File: config.mk
export PLATFORM = sky130hd
export DESIGN_NAME = muldiv_seq
export DESIGN_NICKNAME = d
export VERILOG_FILES = /design/src/rtl/muldiv_pkg.sv /design/src/rtl/muldiv_step.sv /design/src/rtl/muldiv_seq.sv
export SDC_FILE = /design/constraint.sdc
export NUM_CORES = 1
export LEC_CHECK = 0
export ABC_AREA = 1
export CAP_MARGIN = 20
export CORE_MARGIN = 3
export CORE_UTILIZATION = 55
export CTS_CLUSTER_SIZE = 25
export DETAILED_ROUTE_END_ITERATION = 10
export PLACE_DENSITY = 0.79
export SETUP_SLACK_MARGIN = 0.02
export SYNTH_ARGS = -nofsm -noshare
export SYNTH_HDL_FRONTEND = slang
export SYNTH_HIERARCHICAL = 1
export SYNTH_SLANG_ARGS = --single-unit
File: constraint.sdc
create_clock -name clk -period 4.8 [get_ports clk]
set_input_delay 0.48 -clock clk [delete_from_list [all_inputs] [get_ports clk]]
set_output_delay 0.48 -clock clk [all_outputs]
set_load 0.01 [all_outputs]
File: src/rtl/muldiv_pkg.sv
// muldiv_pkg: shared op codes, state encoding and default width for the multiply/divide sequencer
package muldiv_pkg;
  localparam int DEF_WIDTH = 32;
  localparam logic [2:0] OP_MUL  = 3'b100;
  localparam logic [2:0] OP_SMUL = 3'b101;
  localparam logic [2:0] OP_UMUL = 3'b110;
  localparam logic [2:0] OP_DIV  = 3'b111;
  typedef enum logic [1:0] {IDLE, RUN, FIX, DONE} state_t;
endpackage

File: src/rtl/muldiv_step.sv
// muldiv_step: one shift-add multiply or restoring-divide iteration
module muldiv_step
  import muldiv_pkg::*;
#(
  parameter int WIDTH = DEF_WIDTH
) (
  input  logic [2:0]       op,
  input  logic [WIDTH-1:0] acc,
  input  logic [WIDTH-1:0] sr,
  input  logic [WIDTH-1:0] operand,
  output logic [WIDTH-1:0] acc_nxt,
  output logic [WIDTH-1:0] sr_nxt
);
  logic [WIDTH:0] sum;
  logic [WIDTH:0] r2;
  logic ge;
  always_comb begin
    sum = {1'b0, acc} + (sr[0] ? {1'b0, operand} : '0);
    r2 = {acc, sr[WIDTH-1]};
    ge = r2 >= {1'b0, operand};
    acc_nxt = op == OP_DIV ? (ge ? WIDTH'(r2 - {1'b0, operand}) : r2[WIDTH-1:0]) : sum[WIDTH:1];
    sr_nxt = op == OP_DIV ? {sr[WIDTH-2:0], ge} : {sum[0], sr[WIDTH-1:1]};
  end
endmodule

File: src/rtl/muldiv_seq.sv
// muldiv_seq: iterative MUL/SMUL/UMUL/DIV sequencer, one bit per cycle, stalls the core via Busy
module muldiv_seq
  import muldiv_pkg::*;
#(
  parameter int WIDTH = DEF_WIDTH,
  parameter int CNTW  = $clog2(WIDTH)
) (
  input  logic             clk,
  input  logic             reset,
  input  logic             Start,
  input  logic [2:0]       ALUControl,
  input  logic [WIDTH-1:0] SrcA,
  input  logic [WIDTH-1:0] SrcB,
  output logic             Busy,
  output logic             Done,
  output logic [WIDTH-1:0] ResultLo,
  output logic [WIDTH-1:0] ResultHi,
  output logic             DivZero
);
  state_t state, state_nxt;
  logic [CNTW-1:0] cnt;
  logic [2:0] op;
  logic [WIDTH-1:0] acc, sr, opnd, acc_nxt, sr_nxt, mag_a, mag_b;
  logic [2*WIDTH-1:0] prod;
  logic neg, accept, dz_req, smul, is_div;
  assign accept = state == IDLE && Start && ALUControl[2];
  assign is_div = ALUControl == OP_DIV;
  assign dz_req = is_div && SrcB == '0;
  assign smul = ALUControl == OP_SMUL;
  // SMUL iterates on magnitudes; 0x80..0 maps to itself, which is its correct unsigned magnitude
  assign mag_a = smul && SrcA[WIDTH-1] ? -SrcA : SrcA;
  assign mag_b = smul && SrcB[WIDTH-1] ? -SrcB : SrcB;
  assign prod = neg ? -{acc, sr} : {acc, sr};
  assign Busy = state == RUN || state == FIX;
  assign Done = state == DONE;
  muldiv_step #(.WIDTH(WIDTH)) u_step (
    .op(op),
    .acc(acc),
    .sr(sr),
    .operand(opnd),
    .acc_nxt(acc_nxt),
    .sr_nxt(sr_nxt)
  );
  always_ff @(posedge clk or posedge reset)
    if (reset) state <= IDLE;
    else state <= state_nxt;
  always_comb begin
    state_nxt = state;
    unique case (state)
      IDLE: if (accept) state_nxt = dz_req ? DONE : RUN;
      RUN: if (cnt == CNTW'(WIDTH - 1)) state_nxt = FIX;
      FIX: state_nxt = DONE;
      default: state_nxt = IDLE;
    endcase
  end
  always_ff @(posedge clk or posedge reset)
    if (reset) begin
      cnt <= '0;
      op <= '0;
      acc <= '0;
      sr <= '0;
      opnd <= '0;
      neg <= 1'b0;
      ResultLo <= '0;
      ResultHi <= '0;
      DivZero <= 1'b0;
    end else begin
      if (accept) begin
        op <= ALUControl;
        cnt <= '0;
        acc <= '0;
        opnd <= is_div ? SrcB : mag_a;
        sr <= is_div ? SrcA : mag_b;
        neg <= smul && (SrcA[WIDTH-1] ^ SrcB[WIDTH-1]);
        DivZero <= dz_req;
        if (dz_req) begin
          ResultLo <= '1;
          ResultHi <= SrcA;
        end
      end
      if (state == RUN) begin
        acc <= acc_nxt;
        sr <= sr_nxt;
        cnt <= cnt + 1'b1;
      end
      if (state == FIX) {ResultHi, ResultLo} <= prod;
    end
endmodule

## Yosys cells after proc, flatten, opt, wreduce, memory -nomap -nowiden

Cells that the tools add are included.

| storage, ports and cells | value |
|---|---|
| flip-flop bits (word level) | 172 |
| input port bits | 70 |
| output and inout port bits | 67 |
| word-level logic and storage cells | 66 |

| operators by class | value |
|---|---|
| muxes and demuxes | 25 |
| bitwise operators | 1 |
| $lt $le $gt $ge | 1 |
| eq/ne operators | 9 |
| reductions and logical operators | 14 |
| add/sub/neg operators | 6 |

Operators with widths:

| cell | count |
|---|---|
| $mux W32 | 18 |
| $mux W64 | 1 |
| $neg A32 Y32 | 2 |
| $neg A64 Y64 | 1 |
| $add A32 B32 Y33 | 1 |
| $ge A33 B32 Y1 | 1 |
| $logic_not A32 Y1 | 1 |
| $sub A32 B32 Y32 | 1 |
| $mux W5 | 2 |
| $eq A3 B3 Y1 const B | 3 |
| $logic_and A1 B1 Y1 | 6 |
| $mux W2 | 3 |
| $pmux W2 S3 | 1 |
| $reduce_bool A2 Y1 | 3 |
| $add A5 B1 Y5 const B | 1 |
| $eq A5 B5 Y1 const B | 1 |
| $eq A2 B2 Y1 const B | 2 |
| $reduce_and A2 Y1 | 2 |
| $eq A2 B1 Y1 const B | 1 |
| $logic_not A2 Y1 | 1 |
| $ne A2 B1 Y1 const B | 1 |
| $ne A2 B2 Y1 const B | 1 |
| $logic_or A1 B1 Y1 | 1 |
| $xor A1 B1 Y1 | 1 |

## Logic depth before layout (Yosys ltp)

| depth | value |
|---|---|
| word-level depth | 6 |
| depth in mapped cells | 20 |
| mapped depth without buffers | 18 |

## Cells and area by module

The synthesis kept the hierarchy.

Modules (own cells, without submodules):

| module | instances | cells each | area each (um^2) |
|---|---|---|---|
| muldiv_seq | 1 | 1,832 | 11,677.4 |
| muldiv_step | 1 | 1,348 | 6,367.4 |

## Worst setup path after synthesis

OpenSTA, ideal clock, no wires.

| timing | value |
|---|---|
| path type | reg-to-reg |
| start | reg sr[0] |
| end | reg acc[13] |
| path slack | 2,311 ps |
| arrival time | 2,359 ps |
| buffers on the path | 2 |
| clock period less this slack | 2,489 ps |
| stages on the path, launching flop included | 18 |
| library setup time | 130 ps |
| cells stage by stage | dfrtp_1 -> clkbuf_1 -> clkbuf_1 -> nand2_1 -> inv_1 -> ha_1 -> fa_1 -> nand3_1 -> nand2_1 -> nand3_1 -> nand2_1 -> nand2_1 -> nand2_1 -> or2_2 -> nand3_1 -> nand2_1 -> nand2_1 -> o21ai_0 |

| on the way | value |
|---|---|
| cells in the longest elaborated chain, start to end | 4 |

Ends and longest elaborated chain:

| item | line | text |
|---|---|---|
| start: declaration | muldiv_seq.sv:23 | `logic [WIDTH-1:0] acc, sr, opnd, acc_nxt, sr_nxt, mag_a, mag_b;` |
| start signal: assignment | muldiv_seq.sv:73 | `sr <= is_div ? SrcA : mag_b;` |
| start signal: assignment | muldiv_seq.sv:83 | `sr <= sr_nxt;` |
| $mux W32 | muldiv_step.sv:18 | `sum = {1'b0, acc} + (sr[0] ? {1'b0, operand} : '0);` |
| $add A32 B32 Y33 | muldiv_step.sv:18 |  |
| $mux W32 | muldiv_step.sv:21 | `acc_nxt = op == OP_DIV ? (ge ? WIDTH'(r2 - {1'b0, operand}) : r2[WIDTH-1:0]) : sum[WIDTH:1];` |
| net acc_nxt[13] | muldiv_seq.sv:23 |  |
| $mux W32 | muldiv_seq.sv:81 | `if (state == RUN) begin` |
| end signal: assignment | muldiv_seq.sv:82 | `acc <= acc_nxt;` |
| end: declaration | muldiv_seq.sv:23 |  |

The timed path passes the listed nets, and every way through them passes these cells.
A chain may end at the register's enable or synchronous reset.

## Final worst setup path

| timing | value |
|---|---|
| start | reg acc[26] |
| end | reg sr[0] |

| on the way | value |
|---|---|
| cells in the longest elaborated chain, start to end | 3 |

Ends and longest elaborated chain:

| item | line | text |
|---|---|---|
| $ge A33 B32 Y1 | muldiv_step.sv:20 | `ge = r2 >= {1'b0, operand};` |
| $mux W32 | muldiv_step.sv:22 | `sr_nxt = op == OP_DIV ? {sr[WIDTH-2:0], ge} : {sum[0], sr[WIDTH-1:1]};` |
| net sr_nxt[0] | muldiv_seq.sv:23 |  |
| $mux W32 | muldiv_seq.sv:81 |  |

The timed path passes the listed nets, and every way through them passes these cells.

==> flow_summary_export.csv <==
group,metric,value,unit
global_route,grt_max_degree,173,
power_and_ir_drop,intPower,6.701,mW
timing,rsz0062_at_grt,"no",
timing,timing.final.crit_share,68.89,%
global_route,grt_pass1_vias,20880,
clock_tree,clk_path_buf_depth,2,
route,routed_wl,78.05,mm
hold_path,hold_class,"reg2reg",
route,dr.pass1.iters,7,
die,fp.dieArea,35020,sq um
die,rows,65,
cells_and_area,final_cells,3707,
timing,fin_tns_setup,0,ns
global_route,grt_use_total,43.41,%
route,drt_iter0_drc,3251,
synth,syn_nets,3326,
worst_setup_path,r2r_setup_slack,1.49,ns
synth,synth.most_common_cell,"nand2_1",
cells_and_area,area.growth.synth_to_final,12.45,%
clock_tree,clk_latency,0.45,ns
timing,max_freq,302.4,MHz
power_and_ir_drop,power.leakage,10.77,nW
route,wire_per_inst,21.05,um
timing,drv_slew,0,
synth,synth_largest_area_cell,"nand2_1",
synth,ys_warn_count,6,
power_and_ir_drop,net-switching-power,8.985,mW
timing,min_period,3.307,ns
clock_tree,htree_levels,4,
worst_setup_path,arrival,3.63,ns
clock_tree,cts_buffers,17,
clock_tree,clkTransAtPathRegs,0.07,ns
place,portBuffers,136,
worst_setup_path,crit_path_end_kind,"register",
global_route,grt_pass1_wl,118.0,mm
power_and_ir_drop,p_seq_share,19.9,%
route,drc,0,
global_route,antenna_found_initial,4,
place,dpl.hpwl,61.74,mm
power_and_ir_drop,vdd_ir_drop_max,0.5345,mV
synth,syn_inst,3180,
die,io_pins,137,
synth,synth_edf_count,0,
power_and_ir_drop,clockPowerShare,9.6,%
cells_and_area,drive_gt1_share,3.914,%
global_route,overflow,0,
job,max_cap_viol_count,0,
synth,synth_area,18040,sq um
timing,fin_skew,0.01735,ns
place,gp_congestion,1.070,
synth,yosys-top-cells-count,"1170 x nand2_1, 449 x inv_1, 330 x nor2_1",
die,initial_core_util,56.46,%
place,dp_cells,3674,
timing,fin_ws,1.493,ns
place,pre_cts_slack,1.456,ns
synth,ys_ff_latch,172,
synth,yosysTopAreaCellShare,24.34,%
worst_setup_path,cp.required,5.12,ns
clock_tree,ctsResizeCount,0,
power_and_ir_drop,switching_share,57.28,%
clock_tree,hold_buffers,0,
synth,avgSynthCellArea,5.674,sq um
worst_setup_path,start_kind,"register",
timing,setup_viol,0,
outcome,outcome,"finished clean",
clock_tree,cts_tree,"done",
cells_and_area,fin_nets,3404,
die,core,31960,sq um
route,vias,22150,
clock_tree,cts.sinks,172,
timing,final_hold_viol_count,0,
die,die_h,187.1,um
worst_setup_path,critPathKind,"reg2reg",
worst_setup_path,worstPathMaxFanout,33,
synth,ys_types,47,
timing,worst_slew_pin_slew,1.056,ns
route,viasPerCell,5.976,
synth,async_flop_share,100.0,%
power_and_ir_drop,powerDensity,773.0,nW/um^2
timing,maxSlewHeadroom,29.57,%
die,die_x,187.1,um
clock_tree,clockRootBuffer,"clkbuf_16",
power_and_ir_drop,pwr-share-comb,70.5,%
synth,ys_seq_area_share,23.85,%
synth,synthTopCellsByArea,"nand2_1 24%, dfrtp_1 24%, inv_1 9.3%",
clock_tree,post_cts_buffers,0,
route,postRouteAntennaNets,0,
synth,yosys_most_used_dff,"dfrtp_1",
cells_and_area,final_util,63.49,%
-- flip-flops by register name, summed over array words and instances (netlist names) --
signal    count
cnt           5
acc          32
ResultLo     32
sr           32
opnd         32
ResultHi     32
neg           1
state         2
op            3
DivZero       1
-- metrics by stage --
| stage | area (sq um) | hold WS (ns) | total power, mW |
|---|---|---|---|
| 2_1_floorplan | 18050 | 0.4403 | 10.26 |
| 3_3_place_gp | 19650 | 0.4699 | 13.50 |
| 3_5_place_dp | 19680 | 0.4694 | 13.72 |
| 4_1_cts | 20290 | 0.4894 | 15.27 |
| 5_1_grt | 20290 | 0.5137 | 16.90 |
| 6_report | 20290 | 0.4880 | 15.69 |
-- power by group through the flow --
stage               clock network, mW  logic, mW  registers [mW]
finish                           1.51       11.1            3.12
global route                     1.57       12.2            3.16
CTS                              1.50       10.7            3.06
detailed placement                  0       10.6            3.07
global placement                    0       10.4            3.06
floorplan                           0       7.46            2.80
-- worst max-delay path: stages, from the launching register on --
cell and delay, ns:
dfrtp_1 0.48, ha_1 0.44, nand2_1 0.15, inv_1 0.05, nand2_1 0.06, nand3_1 0.11
a21oi_1 0.14, nand2_1 0.09, nor2_4 0.54, nand2_8 0.26, nand2_2 0.34, o21ai_0 0.21
o22ai_1 0.22, a21oi_1 0.06
-- final timing paths --
check	startpoint	to	cells past startpoint
min reg2reg	ResultHi[19]	ResultHi[19]	2
max in group asynchronous	reset	neg	3
max reg2reg	acc[26]	sr[0]	13
min	ResultHi[19]	ResultHi[19]	2
min in group asynchronous	reset	opnd[10]	3
max	acc[26]	sr[0]	13
-- logic make-up after synthesis --
| kind of cell | Yosys count | synth area share (%) |
|---|---|---|
| simple gates | 1924 | 44.63 |
| compound gates | 418 | 12.27 |
| xor+xnor | 35 | 1.699 |
| flops | 172 | 23.85 |
| buf+inv | 555 | 12.20 |
| fa+ha+maj | 76 | 5.353 |
-- metal layers --
| layer | global-route usage, % | vias to the layer above | routed length, um |
|---|---|---|---|
| met4 | 30.59 | 4 | 6875 |
| li1 | - | 10180 | - |
| met1 | 53.15 | 9946 | 28660 |
| met5 | 0 | - | 25 |
| met2 | 68.15 | 1618 | 33730 |
| met3 | 9.239 | 404 | 8767 |
-- placed cells by master, fill, tap and decap left out, types with 16 or more instances in the layout --
| master | n |
|---|---|
| nor3_1 | 25 |
| or2_2 | 16 |
| clkdlybuf4s50_1 | 136 |
| nand3b_1 | 32 |
| dfrtp_1 | 171 |
| nand4_1 | 39 |
| nand3_1 | 263 |
| clkbuf_16 | 17 |
| o21ai_0 | 203 |
| ha_1 | 72 |
| nand2_1 | 1170 |
| nor2_1 | 327 |
| inv_1 | 447 |
| xor2_1 | 22 |
| a21oi_1 | 157 |
| buf_4 | 17 |
-- final cells by class --
| cell class | count | area, sq um |
|---|---|---|
| multi-input combinational | 2453 | 11570 |
| tap | 435 | 544.3 |
| antenna | 2 | 5.005 |
| clock buffer | 18 | 429.2 |
| clock inverter | 13 | 176.4 |
| sequential | 172 | 4305 |
| fill | 3117 | 11670 |
| inverter | 459 | 1729 |
| timing repair buffer | 155 | 1536 |
(Power assumes the default switching activity.)
